$ cat src/rtl/cp0_access_pkg.sv
// Shared CP0 defines: register numbers, pipeline op encoding and M/W stage-entry layout.
// The entry layout is sized by the widths below; the cp0_access parameters default to them.
package cp0_access_pkg;

    localparam int CP0_ADDR_W = 5;
    localparam int CP0_SEL_W  = 3;
    localparam int CP0_DATA_W = 32;
    localparam int GPR_W      = 5;

    localparam logic [CP0_ADDR_W-1:0] CP0_REG_COUNT   = 5'd9;
    localparam logic [CP0_ADDR_W-1:0] CP0_REG_COMPARE = 5'd11;
    localparam logic [CP0_ADDR_W-1:0] CP0_REG_STATUS  = 5'd12;
    localparam logic [CP0_ADDR_W-1:0] CP0_REG_CAUSE   = 5'd13;
    localparam logic [CP0_ADDR_W-1:0] CP0_REG_EPC     = 5'd14;

    localparam int OP_W = 2;
    typedef enum logic [OP_W-1:0] {
        OP_NONE = 2'd0,
        OP_MFC0 = 2'd1,
        OP_MTC0 = 2'd2
    } op_e;

    localparam int OFF_OP    = 0;
    localparam int OFF_ADDR  = OFF_OP + OP_W;
    localparam int OFF_SEL   = OFF_ADDR + CP0_ADDR_W;
    localparam int OFF_WDATA = OFF_SEL + CP0_SEL_W;
    localparam int OFF_RT    = OFF_WDATA + CP0_DATA_W;
    localparam int OFF_RDATA = OFF_RT + GPR_W;
    localparam int ENT_W     = OFF_RDATA + CP0_DATA_W;

    // Both decode bits set is illegal; mtc0 wins so the write side stays deterministic.
    function automatic op_e decode_op(input logic is_mfc0, input logic is_mtc0);
        if (is_mtc0) return OP_MTC0;
        if (is_mfc0) return OP_MFC0;
        return OP_NONE;
    endfunction

endpackage

$ cat src/rtl/cp0_access_stage.sv
// Generic pipeline stage register: valid + data, hold when !load_i, bubble insert, flush kills valid.
// One-cycle latency; flush_i has priority over load and hold.
module cp0_access_stage #(
    parameter int W = 8
) (
    input  logic         clk,
    input  logic         resetn,
    input  logic         load_i,
    input  logic         flush_i,
    input  logic         bubble_i,
    input  logic         vld_i,
    input  logic [W-1:0] dat_i,
    output logic         vld_o,
    output logic [W-1:0] dat_o
);

    logic         vld_q, vld_d;
    logic [W-1:0] dat_q, dat_d;

    always_comb begin
        vld_d = vld_q;
        dat_d = dat_q;
        if (load_i) begin
            vld_d = vld_i && !bubble_i;
            dat_d = bubble_i ? '0 : dat_i;
        end
        if (flush_i) begin
            vld_d = 1'b0;
        end
    end

    always_ff @(posedge clk) begin
        if (!resetn) begin
            vld_q <= 1'b0;
            dat_q <= '0;
        end else begin
            vld_q <= vld_d;
            dat_q <= dat_d;
        end
    end

    assign vld_o = vld_q;
    assign dat_o = dat_q;

endmodule

$ cat src/rtl/cp0_access.sv
// CP0 port initiator: mfc0 reads in M, mtc0 writes once from W, result to regfile writeback.
// mfc0 result one cycle after M (two on a port conflict); stall_i holds M/W, stall_req holds EX.
module cp0_access
    import cp0_access_pkg::*;
#(
    parameter int ADDR_W = CP0_ADDR_W,
    parameter int DATA_W = CP0_DATA_W,
    parameter int SEL_W  = CP0_SEL_W
) (
    input  logic              clk,
    input  logic              resetn,
    input  logic              stall_i,
    input  logic              flush_i,
    input  logic              ex_valid,
    input  logic              ex_is_mfc0,
    input  logic              ex_is_mtc0,
    input  logic [ADDR_W-1:0] ex_addr,
    input  logic [SEL_W-1:0]  ex_sel,
    input  logic [DATA_W-1:0] ex_wdata,
    input  logic [4:0]        ex_rt,
    output logic              cp0_en,
    output logic              cp0_wen,
    output logic [ADDR_W-1:0] cp0_addr,
    output logic [DATA_W-1:0] cp0_wdata,
    input  logic [DATA_W-1:0] cp0_rdata,
    output logic              stall_req,
    output logic              wb_we,
    output logic [4:0]        wb_waddr,
    output logic [DATA_W-1:0] wb_wdata
);

    localparam int M_W = OFF_RDATA;

    logic [M_W-1:0]    ex_ent, m_ent;
    logic [ENT_W-1:0]  w_in_ent, w_ent;
    logic              m_valid, w_valid;
    logic              w_done_q, w_done_d;
    logic              wr_fire, rd_fire, m_is_rd, fwd;
    logic [DATA_W-1:0] cap_rdata;

    op_e               m_op, w_op;
    logic [ADDR_W-1:0] m_addr, w_addr;
    logic [SEL_W-1:0]  m_sel, w_sel;
    logic [DATA_W-1:0] w_wdata, w_rdata;
    logic [4:0]        w_rt;

    always_comb begin
        ex_ent = '0;
        ex_ent[OFF_OP +: OP_W]      = decode_op(ex_is_mfc0, ex_is_mtc0);
        ex_ent[OFF_ADDR +: ADDR_W]  = ex_addr;
        ex_ent[OFF_SEL +: SEL_W]    = ex_sel;
        ex_ent[OFF_WDATA +: DATA_W] = ex_wdata;
        ex_ent[OFF_RT +: 5]         = ex_rt;
    end

    cp0_access_stage #(.W(M_W)) u_m_stage (
        .clk      (clk),
        .resetn   (resetn),
        .load_i   (!stall_i && !stall_req),
        .flush_i  (flush_i),
        .bubble_i (1'b0),
        .vld_i    (ex_valid && (ex_is_mfc0 || ex_is_mtc0)),
        .dat_i    (ex_ent),
        .vld_o    (m_valid),
        .dat_o    (m_ent)
    );

    // A flushed M entry must not advance, so W takes a bubble in that cycle.
    assign w_in_ent = {cap_rdata, m_ent};

    cp0_access_stage #(.W(ENT_W)) u_w_stage (
        .clk      (clk),
        .resetn   (resetn),
        .load_i   (!stall_i),
        .flush_i  (1'b0),
        .bubble_i (stall_req || flush_i),
        .vld_i    (m_valid),
        .dat_i    (w_in_ent),
        .vld_o    (w_valid),
        .dat_o    (w_ent)
    );

    assign m_op    = op_e'(m_ent[OFF_OP +: OP_W]);
    assign m_addr  = m_ent[OFF_ADDR +: ADDR_W];
    assign m_sel   = m_ent[OFF_SEL +: SEL_W];
    assign w_op    = op_e'(w_ent[OFF_OP +: OP_W]);
    assign w_addr  = w_ent[OFF_ADDR +: ADDR_W];
    assign w_sel   = w_ent[OFF_SEL +: SEL_W];
    assign w_wdata = w_ent[OFF_WDATA +: DATA_W];
    assign w_rt    = w_ent[OFF_RT +: 5];
    assign w_rdata = w_ent[OFF_RDATA +: DATA_W];

    // Port accesses are gated by resetn so a pending write dies in the reset cycle itself.
    always_comb begin
        wr_fire   = resetn && w_valid && (w_op == OP_MTC0) && !w_done_q && (w_sel == '0);
        m_is_rd   = m_valid && (m_op == OP_MFC0);
        fwd       = m_is_rd && wr_fire && (m_addr == w_addr) && (m_sel == '0);
        stall_req = m_is_rd && wr_fire && !fwd;
        rd_fire   = resetn && m_is_rd && !wr_fire && (m_sel == '0);
        cap_rdata = '0;
        if (fwd) begin
            cap_rdata = w_wdata;
        end else if (rd_fire) begin
            cap_rdata = cp0_rdata;
        end
        cp0_en    = wr_fire || rd_fire;
        cp0_wen   = wr_fire;
        cp0_addr  = '0;
        cp0_wdata = '0;
        if (wr_fire) begin
            cp0_addr  = w_addr;
            cp0_wdata = w_wdata;
        end else if (rd_fire) begin
            cp0_addr = m_addr;
        end
        w_done_d = stall_i ? (w_done_q || wr_fire) : 1'b0;
    end

    always_ff @(posedge clk) begin
        if (!resetn) begin
            w_done_q <= 1'b0;
        end else begin
            w_done_q <= w_done_d;
        end
    end

    assign wb_we    = w_valid && (w_op == OP_MFC0) && (w_rt != '0);
    assign wb_waddr = w_rt;
    assign wb_wdata = w_rdata;

endmodule

$ cat config.mk
export PLATFORM = sky130hd
export DESIGN_NAME = cp0_access
export DESIGN_NICKNAME = d
export VERILOG_FILES = /design/src/rtl/cp0_access_pkg.sv /design/src/rtl/cp0_access_stage.sv /design/src/rtl/cp0_access.sv
export SDC_FILE = /design/constraint.sdc
export NUM_CORES = 1
export LEC_CHECK = 0
export CAP_MARGIN = 20
export CORE_MARGIN = 4
export CORE_UTILIZATION = 40
export CTS_CLUSTER_SIZE = 25
export DETAILED_ROUTE_END_ITERATION = 7
export DONT_BUFFER_PORTS = 1
export PLACE_DENSITY_LB_ADDON = 0.15
export SYNTH_ARGS = -nofsm -noshare
export SYNTH_HDL_FRONTEND = slang
export SYNTH_SLANG_ARGS = --single-unit
$ cat constraint.sdc
create_clock -name clk -period 1.83 [get_ports clk]
set_input_delay 0.2745 -clock clk [delete_from_list [all_inputs] [get_ports clk]]
set_output_delay 0.2745 -clock clk [all_outputs]
set_load 0.03 [all_outputs]
==> impl_metrics.csv <==
group,metric,value,unit
run,max-cap-violations,0,
setup_path,path_common_cell,"buf_6",
placed_design,io_buffers,0,
setup_path,cp-start-kind,"flip-flop",
sta,fin_crit_sh,1.103,
clocking,cts_buffer_depth,2,
hold_path,min_path_cells,2,
sta,drv_slew,0,
route,first_iter_violations,240,
setup_path,cp_slowest_cell,"dfxtp_2",
cells_and_area,fillers,1141,
setup_path,crit_arrival,1.74,ns
clocking,numClockSinks,129,
cells_and_area,final_layout_size_suffix_gt1_frac,0.2571,
synth,synth-main-ff-cell,"dfxtp_1",
route,ant_nets,0,
floorplanning,io_pins,162,
route,dr.pass1.iters,4,
clocking,clk_latency,0.41,ns
grt,first_global_vias,4240,
cells_and_area,synthToLayoutAreaGrowth,35.85,%
route,dr_wl_met2,7496,µm
placed_design,place_hpwl,9039,µm
setup_path,crit_chain,"nor4b_4, buf_6, and2_4, buf_8, nand2b_4, buf_6",
sta,fmax,495.5,MHz
hold_path,hold_path_class,"input pin to flip-flop",
clocking,h-tree-depth,4,
run_status,status,"finished with violations",
placed_design,dp_slack,-0.02124,ns
route,route.detailed.drc,0,
grt,antenna_found_initial,0,
synth,synth-seq-cells,129,
setup_path,cp_num_cells,6,
setup_path,path_delay_family,"simple AND/OR/NAND/NOR gates",
placed_design,routabilityCongestion,0.8222,
setup_path,crit_path_end_kind,"output pin",
grt,grt_start_max_net_pins,81,
route,via_per_inst,5.326,
synth,syn_area_per_cell,9.006,µm²
synth,ys_seq_area_frac,0.4970,
route,dr_total_vias,4293,
route,wl_met3,1249,µm
sta,relSlewSlack,0.5339,
sta,worst_slew_pin_slew,0.6968,ns
floorplanning,die_h,122.0,µm
synth,synthArstFlopShare,0,
power_and_ir_drop,p_leak,0.002717,µW
route,wl_per_cell,18.86,µm
sta,fin_ws,-0.1882,ns
setup_path,worstRegToRegCells,10,
cells_and_area,diodes,0,
power_and_ir_drop,total_power,6872,µW
sta,fin_crit,2.018,ns
floorplanning,start_util,0.4101,
synth,synth-edff-count,0,
clocking,cts_tree,"done",
floorplanning,die_area,0.01488,mm²
sta,skew,0.008049,ns
route,wirelength,15200,µm
setup_path,path_max_fanout,8,
grt,grt_use_total,0.1911,
cells_and_area,final_nets,705,
floorplanning,die_w,122.0,µm
cells_and_area,seq_area,0.002587,mm²
synth,synth_cells,577,
sta,setup_viol,113,
floorplanning,row_count,41,
power_and_ir_drop,power_density,973.4,mW/mm²
setup_path,worstSetupPathType,"flip-flop to output pin",
setup_path,cp_num_buf_inv,3,
run_status,violations,"setup timing",
grt,grt_first_pass_wirelength,22050,µm
floorplanning,core_area,0.01267,mm²
grt,grt_overflow,0,
cells_and_area,multi_input_area,0.002399,mm²
sta,rsz0062_at_grt,"true",
synth,ys.warnings.count,0,
synth,synth_area,0.005196,mm²
clocking,numCtsBuffers,17,
power_and_ir_drop,ir_worst_vdd,0.5713,mV
clocking,cts_root_buffer,"clkbuf_16",
route,top_signal_layer_used,"met4",
cells_and_area,final_util,0.5571,
sta,hold_viol,0,
setup_path,crit_required,1.56,ns
synth,synth_cell_types,33,
synth,syn_nets,661,
route,drt-met1-wl,6253,µm
clocking,path_clk_slew,0.05,ns
setup_path,critPathMaxStageDelay,0.33,ns
==> repair_timing <==
| action | 4_1_cts | 5_1_grt |
|---|---|---|
| buffers inserted | 2 | 7 |
| hold buffers | 38 | 0 |
| endpoints found under the setup margin | 62 | 135 |
| gates resized for setup | 18 | 90 |
| gates cloned | 0 | 8 |
| endpoints found under the hold margin | 36 | 0 |
| pin swaps | 10 | 33 |
==> metrics by stage <==
| stage | cells | hold WS [ns] | cell area [µm²] | TNS (ns) |
|---|---|---|---|---|
| 2_1_floorplan | 577 | 0.4049 | 5214 | 0 |
| 3_3_place_gp | 719 | 0.4090 | 5416 | -0.2280 |
| 3_5_place_dp | 719 | 0.4144 | 5416 | -0.04962 |
| 4_1_cts | 791 | 0.00003400 | 6485 | -6.010 |
| 5_1_grt | 806 | 0.009950 | 7059 | -17.42 |
| 6_report | 806 | 0.009849 | 7059 | -9.295 |
==> layer usage <==
layer  vias up  global-route usage
met3        18             0.07660
met4         0             0.07633
met5         -                   0
met2       144              0.3018
li1       2118                   -
met1      2013              0.2333
==> placed cells by master, fill, tap and decap left out, drive strengths merged <==
master	count
a21oi	2
a22o	52
a22oi	32
a32o	1
and2	2
and3	34
and3b	1
and4bb	1
buf	69
bufinv	3
clkbuf	32
clkinv	2
dfxtp	129
dlygate4sd3	38
inv	2
nand2	81
nand2b	2
nand3	50
nand4	1
nand4b	1
nor2	4
nor2b	1
nor3	3
nor3b	1
nor4b	1
o21a	1
o21ai	81
o22ai	1
or4	1
xnor2	5
==> worst register-to-register path, stage by stage, from the launching register on <==
cell       delay, ns
dfxtp_2         0.33
nor4b_4         0.28
buf_6           0.16
buf_12          0.11
clkbuf_16       0.14
nand3_4         0.06
nor3_4          0.23
buf_6           0.18
buf_6           0.17
a22oi_2         0.06
o21ai_1         0.14
==> synth_stat cells (2+ instances only) <==
master	n	area, µm²
nand3_1	50	250.2
a22o_1	52	455.4
and3_1	34	212.7
a21oi_1	2	10.01
clkbuf_1	32	120.1
a22oi_1	32	240.2
nand2_1	81	304.0
nor3_1	3	15.01
buf_1	3	11.26
nand2b_1	2	12.51
dfxtp_1	129	2582
xnor2_1	5	43.79
and2_1	2	12.51
inv_1	2	7.510
buf_2	10	50.05
o21ai_1	29	145.1
o21ai_0	51	255.2
buf_6	4	45.04
nor2_1	3	11.26
buf_4	38	285.3
==> report_power, final <==
part / leakage, µW / internal (µW) / total (µW) / switching (µW)
logic: 0.00137 / 235 / 482 / 247
registers: 0.00105 / 2920 / 2990 / 74.7
clock network: 0.000290 / 2250 / 3400 / 1150
==> registers in the layout, summed over array words and instances (netlist names) <==
register         cells
u_w_stage.dat_o     79
u_m_stage.dat_o     47
w_done_q             1
u_w_stage.vld_o      1
u_m_stage.vld_o      1
==> kinds of logic after synthesis <==
kind of cell / count (synthesis) / share of synthesized area
simple gates: 184 / 0.1743
compound gates: 170 / 0.2203
flops: 129 / 0.4970
buf+inv: 89 / 0.09993
xor+xnor: 5 / 0.008427
==> final timing paths <==
kind                                     startpoint                  end  slack [ns]
worst max-delay path                       w_done_q               cp0_en       -0.19
worst min-delay path                    ex_wdata[3]  u_m_stage.dat_o[13]        0.01
worst max register to register             w_done_q  u_w_stage.dat_o[78]       -0.08
worst min register to register  u_m_stage.dat_o[15]  u_m_stage.dat_o[15]        0.45
==> final cells by class <==
type	instances	area share
inverter	2	0.001063
timing repair buffer	112	0.1781
clock inverter	5	0.01418
multi-input combinational	359	0.3398
tap	172	0.03049
sequential	129	0.3665
clock buffer	27	0.06983
(Power assumes the default switching activity.)
